--- config.mk ---
export PLATFORM = sky130hd
export DESIGN_NAME = voice_alloc
export DESIGN_NICKNAME = d
export VERILOG_FILES = /design/src/rtl/voice_alloc.sv
export SDC_FILE = /design/constraint.sdc
export NUM_CORES = 1
export LEC_CHECK = 0
export CAP_MARGIN = 20
export CORE_MARGIN = 10
export CORE_UTILIZATION = 45
export DETAILED_ROUTE_END_ITERATION = 16
export GPL_TIMING_DRIVEN = 0
export PLACE_DENSITY = 0.76
export SYNTH_ARGS = -nofsm -noshare
export SYNTH_HDL_FRONTEND = slang
export SYNTH_SLANG_ARGS = --single-unit
--- constraint.sdc ---
create_clock -name clk_i -period 2 [get_ports clk_i]
set_input_delay 0.2 -clock clk_i [delete_from_list [all_inputs] [get_ports clk_i]]
set_output_delay 0.2 -clock clk_i [all_outputs]
set_load 0.05 [all_outputs]
--- src/rtl/voice_alloc.sv ---
// Polyphonic voice allocator: maps note-on/off strobes onto NUM_VOICES voices,
// retriggering held notes, filling free voices lowest-first, and stealing
// round-robin when every voice is sounding.

// One voice: note/gate/trig registers driven by one-hot commands from the top.
module voice_alloc_lane #(
  parameter int NOTE_W = 8
) (
  input  logic              clk_i,
  input  logic              nrst_i,
  input  logic              ld_i,    // load new note, open gate, pulse trig
  input  logic              rt_i,    // retrigger only
  input  logic              clr_i,   // close gate, keep note for release
  input  logic [NOTE_W-1:0] note_i,
  output logic [NOTE_W-1:0] note_o,
  output logic              gate_o,
  output logic              trig_o
);
  logic [NOTE_W-1:0] note_q, note_d;
  logic              gate_q, gate_d, trig_q, trig_d;

  // Next state: trig is a pure pulse, load wins over clear (never both).
  always_comb begin
    note_d = note_q;
    gate_d = gate_q;
    trig_d = ld_i | rt_i;
    if (ld_i) begin
      note_d = note_i;
      gate_d = 1'b1;
    end else if (clr_i) begin
      gate_d = 1'b0;
    end
  end

  // Voice registers, asynchronously cleared.
  always_ff @(posedge clk_i or negedge nrst_i) begin
    if (!nrst_i) begin
      note_q <= '0;
      gate_q <= 1'b0;
      trig_q <= 1'b0;
    end else begin
      note_q <= note_d;
      gate_q <= gate_d;
      trig_q <= trig_d;
    end
  end

  assign note_o = note_q;
  assign gate_o = gate_q;
  assign trig_o = trig_q;
endmodule

module voice_alloc #(
  parameter int NUM_VOICES = 4,
  parameter int NOTE_W     = 8
) (
  input  logic                         clk_i,
  input  logic                         nrst_i,
  input  logic [NOTE_W-1:0]            note_i,
  input  logic                         noteOnStrb_i,
  input  logic                         noteOffStrb_i,
  input  logic                         allOff_i,
  output logic [NUM_VOICES*NOTE_W-1:0] voiceNote_o,
  output logic [NUM_VOICES-1:0]        voiceGate_o,
  output logic [NUM_VOICES-1:0]        voiceTrig_o,
  output logic                         steal_o
);
  localparam int PW = $clog2(NUM_VOICES);

  logic [NUM_VOICES-1:0] match, free_v, free_oh, ld, rt, clr;
  logic [PW-1:0]         ptr_q, ptr_d;
  logic                  steal_q, steal_d;

  // A match needs an open gate: stale notes in released voices never match.
  always_comb begin
    for (int k = 0; k < NUM_VOICES; k++)
      match[k] = voiceGate_o[k] && (voiceNote_o[k*NOTE_W +: NOTE_W] == note_i);
  end

  assign free_v  = ~voiceGate_o;
  assign free_oh = free_v & (~free_v + NUM_VOICES'(1));  // lowest free voice

  // Request decode: allOff > noteOff > noteOn, one request per cycle.
  always_comb begin
    ld      = '0;
    rt      = '0;
    clr     = '0;
    steal_d = 1'b0;
    ptr_d   = ptr_q;
    if (allOff_i) begin
      clr = '1;
    end else if (noteOffStrb_i) begin
      clr = match;
    end else if (noteOnStrb_i) begin
      if (|match) begin
        rt = match;
      end else if (|free_v) begin
        ld = free_oh;
      end else begin
        ld      = NUM_VOICES'(1) << ptr_q;
        steal_d = 1'b1;
        ptr_d   = (ptr_q == PW'(NUM_VOICES - 1)) ? '0 : ptr_q + PW'(1);
      end
    end
  end

  // Steal pointer and steal pulse.
  always_ff @(posedge clk_i or negedge nrst_i) begin
    if (!nrst_i) begin
      ptr_q   <= '0;
      steal_q <= 1'b0;
    end else begin
      ptr_q   <= ptr_d;
      steal_q <= steal_d;
    end
  end

  assign steal_o = steal_q;

  for (genvar k = 0; k < NUM_VOICES; k++) begin : g_lane
    voice_alloc_lane #(.NOTE_W(NOTE_W)) u_lane (
      .clk_i  (clk_i),
      .nrst_i (nrst_i),
      .ld_i   (ld[k]),
      .rt_i   (rt[k]),
      .clr_i  (clr[k]),
      .note_i (note_i),
      .note_o (voiceNote_o[k*NOTE_W +: NOTE_W]),
      .gate_o (voiceGate_o[k]),
      .trig_o (voiceTrig_o[k])
    );
  end
endmodule
After elaboration in Yosys (flattened, before gate mapping)
Cells that the tools add are included.

storage, ports and cells
  register bits = 43
  input port bits = 13
  output and inout port bits = 41
  logic and storage cells = 69

cells by class
  add/sub/neg operators = 2
  equality and inequality tests = 5
  shift-type cells = 1
  muxes and demuxes = 25
  bitwise logic cells = 11
  reductions and logical operators = 11

operator list
  cell                                             number
  two-way mux 4 bit                                11
  equality test 8 bit                              4
  two-way mux 1 bit                                13
  inverter 4 bit                                   2
  nonzero test 2 bit                               4
  OR reduction 4 bit                               2
  AND reduction 5 bit                              1
  adder 4 x 1 -> 4 bit, second input constant      1
  AND 4 bit                                        1
  logical AND 1 bit                                4
  inverter 1 bit                                   4
  bitwise OR 1 bit                                 4
  << shifter 1 x 2 -> 4 bit, first input constant  1
  adder 2 x 1 -> 2 bit, second input constant      1
  equality test 2 bit, second input constant       1
  two-way mux 2 bit                                1

Logic depth before layout (Yosys ltp)
  depth after elaboration = 10
  gate-level depth with buffers = 9

Cells and area by module
Synthesis repeated with hierarchy kept, for this count alone.

second synthesis, totals
  cells, all modules = 181
  area total of the unflattened synthesis = 2,377.3 sq um

by module, submodules not included
  module            times used  cells each  area an instance (sq um)  seq. area each (sq um)
  voice_alloc_lane  4           22          400.4                     250.2
  voice_alloc       1           93          775.7                     75.1

Worst setup path after synthesis
No wires, ideal clock.

  path type = register -> register
  from = reg g_lane[3].u_lane.note_q[5]
  to = reg g_lane[0].u_lane.note_q[0]
  data arrival time = 2.085 ns
  required time = 1.875 ns
  slack = -0.211 ns
  stages on the path, launching flop included = 9
  path buffers = 2
  clock period less this slack = 2.211 ns
  cell sequence = dfrtp_1 -> xor2_1 -> nor4_1 -> nand4_1 -> and2_4 -> buf_6 -> and3_1 -> buf_6 -> mux2_4

on the way
  word-level cells in the longest chain between the ends = 7

ends and longest elaborated chain
  element                 RTL line  RTL
  from (decl)             19        logic [NOTE_W-1:0] note_q, note_d;
  from (signal assigned)  42        note_q <= note_d;
  equality test 8 bit     77        match[k] = voiceGate_o[k] && (voiceNote_o[k*NOTE_W +: NOTE_W] == note_i);
  logical AND 1 bit       77
  OR reduction 4 bit      95        if (|match) begin
  two-way mux 4 bit       95
  two-way mux 4 bit       94        end else if (noteOnStrb_i) begin
  two-way mux 4 bit       92        end else if (noteOffStrb_i) begin
  two-way mux 4 bit       90        if (allOff_i) begin
  to (signal assigned)    42
  to (decl)               19

No other way between the ends.
A chain may end at the register's enable or synchronous reset.

Worst setup path after layout
  from = reg g_lane[2].u_lane.note_q[2]
  to = reg g_lane[2].u_lane.note_q[3]

on the way
  word-level cells in the longest chain between the ends = 7

ends and longest elaborated chain
  element                 RTL line
  from (decl)             19
  from (signal assigned)  42
  equality test 8 bit     77
  logical AND 1 bit       77
  OR reduction 4 bit      95
  two-way mux 4 bit       95
  two-way mux 4 bit       94
  two-way mux 4 bit       92
  two-way mux 4 bit       90

No other way between the ends.

==> run metrics <==
Chip Width 91.3 um; DRC Markers 0; slew margin rel. 0.633; Max Freq 0.481 GHz; worst min-delay path startpoint note_i[1]; YS warnings 0; CP endpoint kind flip-flop; initial antenna violation count 0; PwrDens 790 mW/mm^2; Synth top area share 0.470; Hold Path Class primary input to flip-flop; DR vias/cell 5.15; Total Wirelength 6110 um; initial core utilization 0.475; Max rail drop VDD 0.414 mV; Ports 54; setup ws final -0.0772 ns; clock latency at the later pin of the worst-skew pair 0.30 ns; most frequent cell after synthesis dfrtp_1; routed len/inst 18.9 um; Clock Pin Slew Worst Setup and Hold Paths 0.08 ns; sequential area share after synthesis 0.470; #FFs+latches synth 43; Post-synth ARST share 1.00; CTS max path bufs 2; Die Span Y 91.3 um; Die ar. 0.00834 mm^2; Arr. time, crit path 2.26 ns; routability cong. 0.767; fill cell count 363; number of cells on the critical path 8; Post-Syn Nets 202; CTS tree done; Final setup viols 27; largest cells by area after synthesis dfrtp_1 (47%), mux2_4 (10%), mux2_2 (8.9%); layout cells sized above 1 0.459; vias in the first global route 1728; start of the worst register-to-register path g_lane[2].u_lane.note_o[2]; fin crit share 1.04; Cell Area, Synth 0.00229 mm^2; status complete, but fails checks; TritonCTS buffer count 5; critical path's slowest cell dfrtp_2; placed inst area 0.00287 mm^2; Root Buffer clkbuf_8; Buffers on Ports 45; Top delay family on crit path simple AND/OR/NAND/NOR gates; leading area contributor after synthesis dfrtp_1; first-pass GRT wire length 9380 um; clock sinks 43; HPWL after detailed placement 3920 um; Critical path buffers and inverters 2; critical path's largest stage delay 0.43 ns; worst slew pin tran 0.550 ns; Crit Path Class flip-flop to flip-flop; Avg Inst Size Synth 12.4 um^2; # rows 25; total number of vias 1670; Core ar. 0.00482 mm^2; max-cap violations 0; ANT cells 0; Synth-to-Final Area Change 44.1%; Hold Crit Endpoint g_lane[1].u_lane.note_o[1]; critical-path cell list xor2_2 > nor4_2 > nand4_1 > nor3b_4 > buf_6 > buf_6 > nand3_4 > mux2_4; crit start category flip-flop; total global routing overflow 0; worst-case reg-to-reg path depth 8; final hold violation count 0; Synth top cells by count dfrtp_1 (43), xor2_1 (21), mux2_2 (18), mux2_4 (16), xnor2_1 (11); final setup TNS -1.61 ns; fin area 0.00330 mm^2; maximum fanout along the worst path 5; most frequent CP cell buf_6; largest net degree at the start of global routing 34; Post-Syn Instances 185; Worst R2R End g_lane[2].u_lane.note_o[3]; failing checks setup timing; nets@finish 273; DR pass1 iterations 4; pre-CTS setup slack -0.282 ns; CP Data Required Time 2.18 ns; Static Leak 1.47 nW; Final Total Pwr 0.00261 W; Clock Skews 0.00434 ns; H-tree depth 2; Most used DFF post-synth dfrtp_1; RSZ-0062 raised after global routing true; minimum clock period 2.08 ns; synth unique cells 27; Max Slew Vio Count 0; EDFF count, synth 0; hold path depth 2; DRT antenna net count 0; reg-to-reg slack, setup -0.08 ns; number of DRC markers in iteration 0 113; gr usage total 0.140
worst max-delay path by stage:
stage / to / from / slack [ns]
6_report: g_lane[2].u_lane.note_o[3] / g_lane[2].u_lane.note_o[2] / -0.08
5_1_grt: g_lane[2].u_lane.note_o[3] / g_lane[2].u_lane.note_o[2] / -0.16
4_1_cts: g_lane[1].u_lane.note_o[6] / g_lane[2].u_lane.note_o[4] / -0.02
3_5_place_dp: g_lane[0].u_lane.note_o[5] / g_lane[3].u_lane.note_o[4] / -0.28
3_3_place_gp: g_lane[0].u_lane.note_o[2] / nrst_i / -0.58
2_1_floorplan: g_lane[1].u_lane.note_o[0] / g_lane[0].u_lane.note_o[1] / -0.09
cell type report:
type,count,area (um^2),share of cell area
multi-input combinational,121,1270,0.384
inverter,6,22.5,0.00683
buffer,16,113,0.0341
clock buffer,8,100,0.0303
sequential,43,1100,0.333
timing repair buffer,63,614,0.186
tap,67,83.8,0.0254
cells by family (layout without fill, tap and decap cells):
logic type | count (synthesis) | in the layout | synth area share
buf+inv | 25 | 93 | 0.0738
compound gates | 11 | 11 | 0.0311
simple gates | 36 | 40 | 0.0874
flops | 43 | 43 | 0.470
xor+xnor | 32 | 32 | 0.122
mux | 34 | 34 | 0.193
fa+ha+maj | 4 | 4 | 0.0219
metal layers:
layer,up-vias,GRT usage,share of wire
met2,65,0.228,0.49
met4,0,0.0366,0.020
li1,762,-,-
met5,-,0,0
met3,12,0.0519,0.080
met1,831,0.170,0.41
placed cells by master (no fill, tap or decap), drive strengths merged, types with 2 or more instances in the layout:
master,count
nand4,4
xor2,21
inv,6
dfrtp,43
buf,34
a31o,3
nand2,9
ha,4
clkbuf,8
clkdlybuf4s50,44
and4,2
nor4,3
and3,2
nor3,4
xnor2,11
nand3,7
mux2,34
o21ai,5
nor2,6
power breakdown:
group	switching, W	leakage [nW]	internal, W
sequential	0.0000959	0.542	0.000969
combinational	0.000540	0.879	0.000395
clock	0.000292	0.0515	0.000315
total	0.000928	1.47	0.00168
repair_timing:
action                                  in CTS  in global routing
pin swaps                                   11                  4
endpoints found under the setup margin      42                 37
cloned                                       3                  1
buffers inserted                            12                  4
resized for setup                           20                 21
hold buffers                                 1                  0
endpoints found under the hold margin       10                  0
flip-flops by register name (all words and copies together) (netlist names):
register	flops
g_lane.u_lane.note_o	32
g_lane.u_lane.gate_o	4
steal_o	1
ptr_q	2
g_lane.u_lane.trig_o	4
through the flow:
| stage | hold slack, ns | utilization | std cells |
|---|---|---|---|
| after global placement | 0.486 | 0.592 | 297 |
| after detailed placement | 0.0949 | 0.595 | 298 |
| after floorplan | -0.0956 | - | 185 |
| after CTS | 0.179 | 0.658 | 319 |
| final | 0.185 | 0.685 | 324 |
| after global routing | 0.187 | 0.685 | 324 |
(Power assumes the default switching activity.)
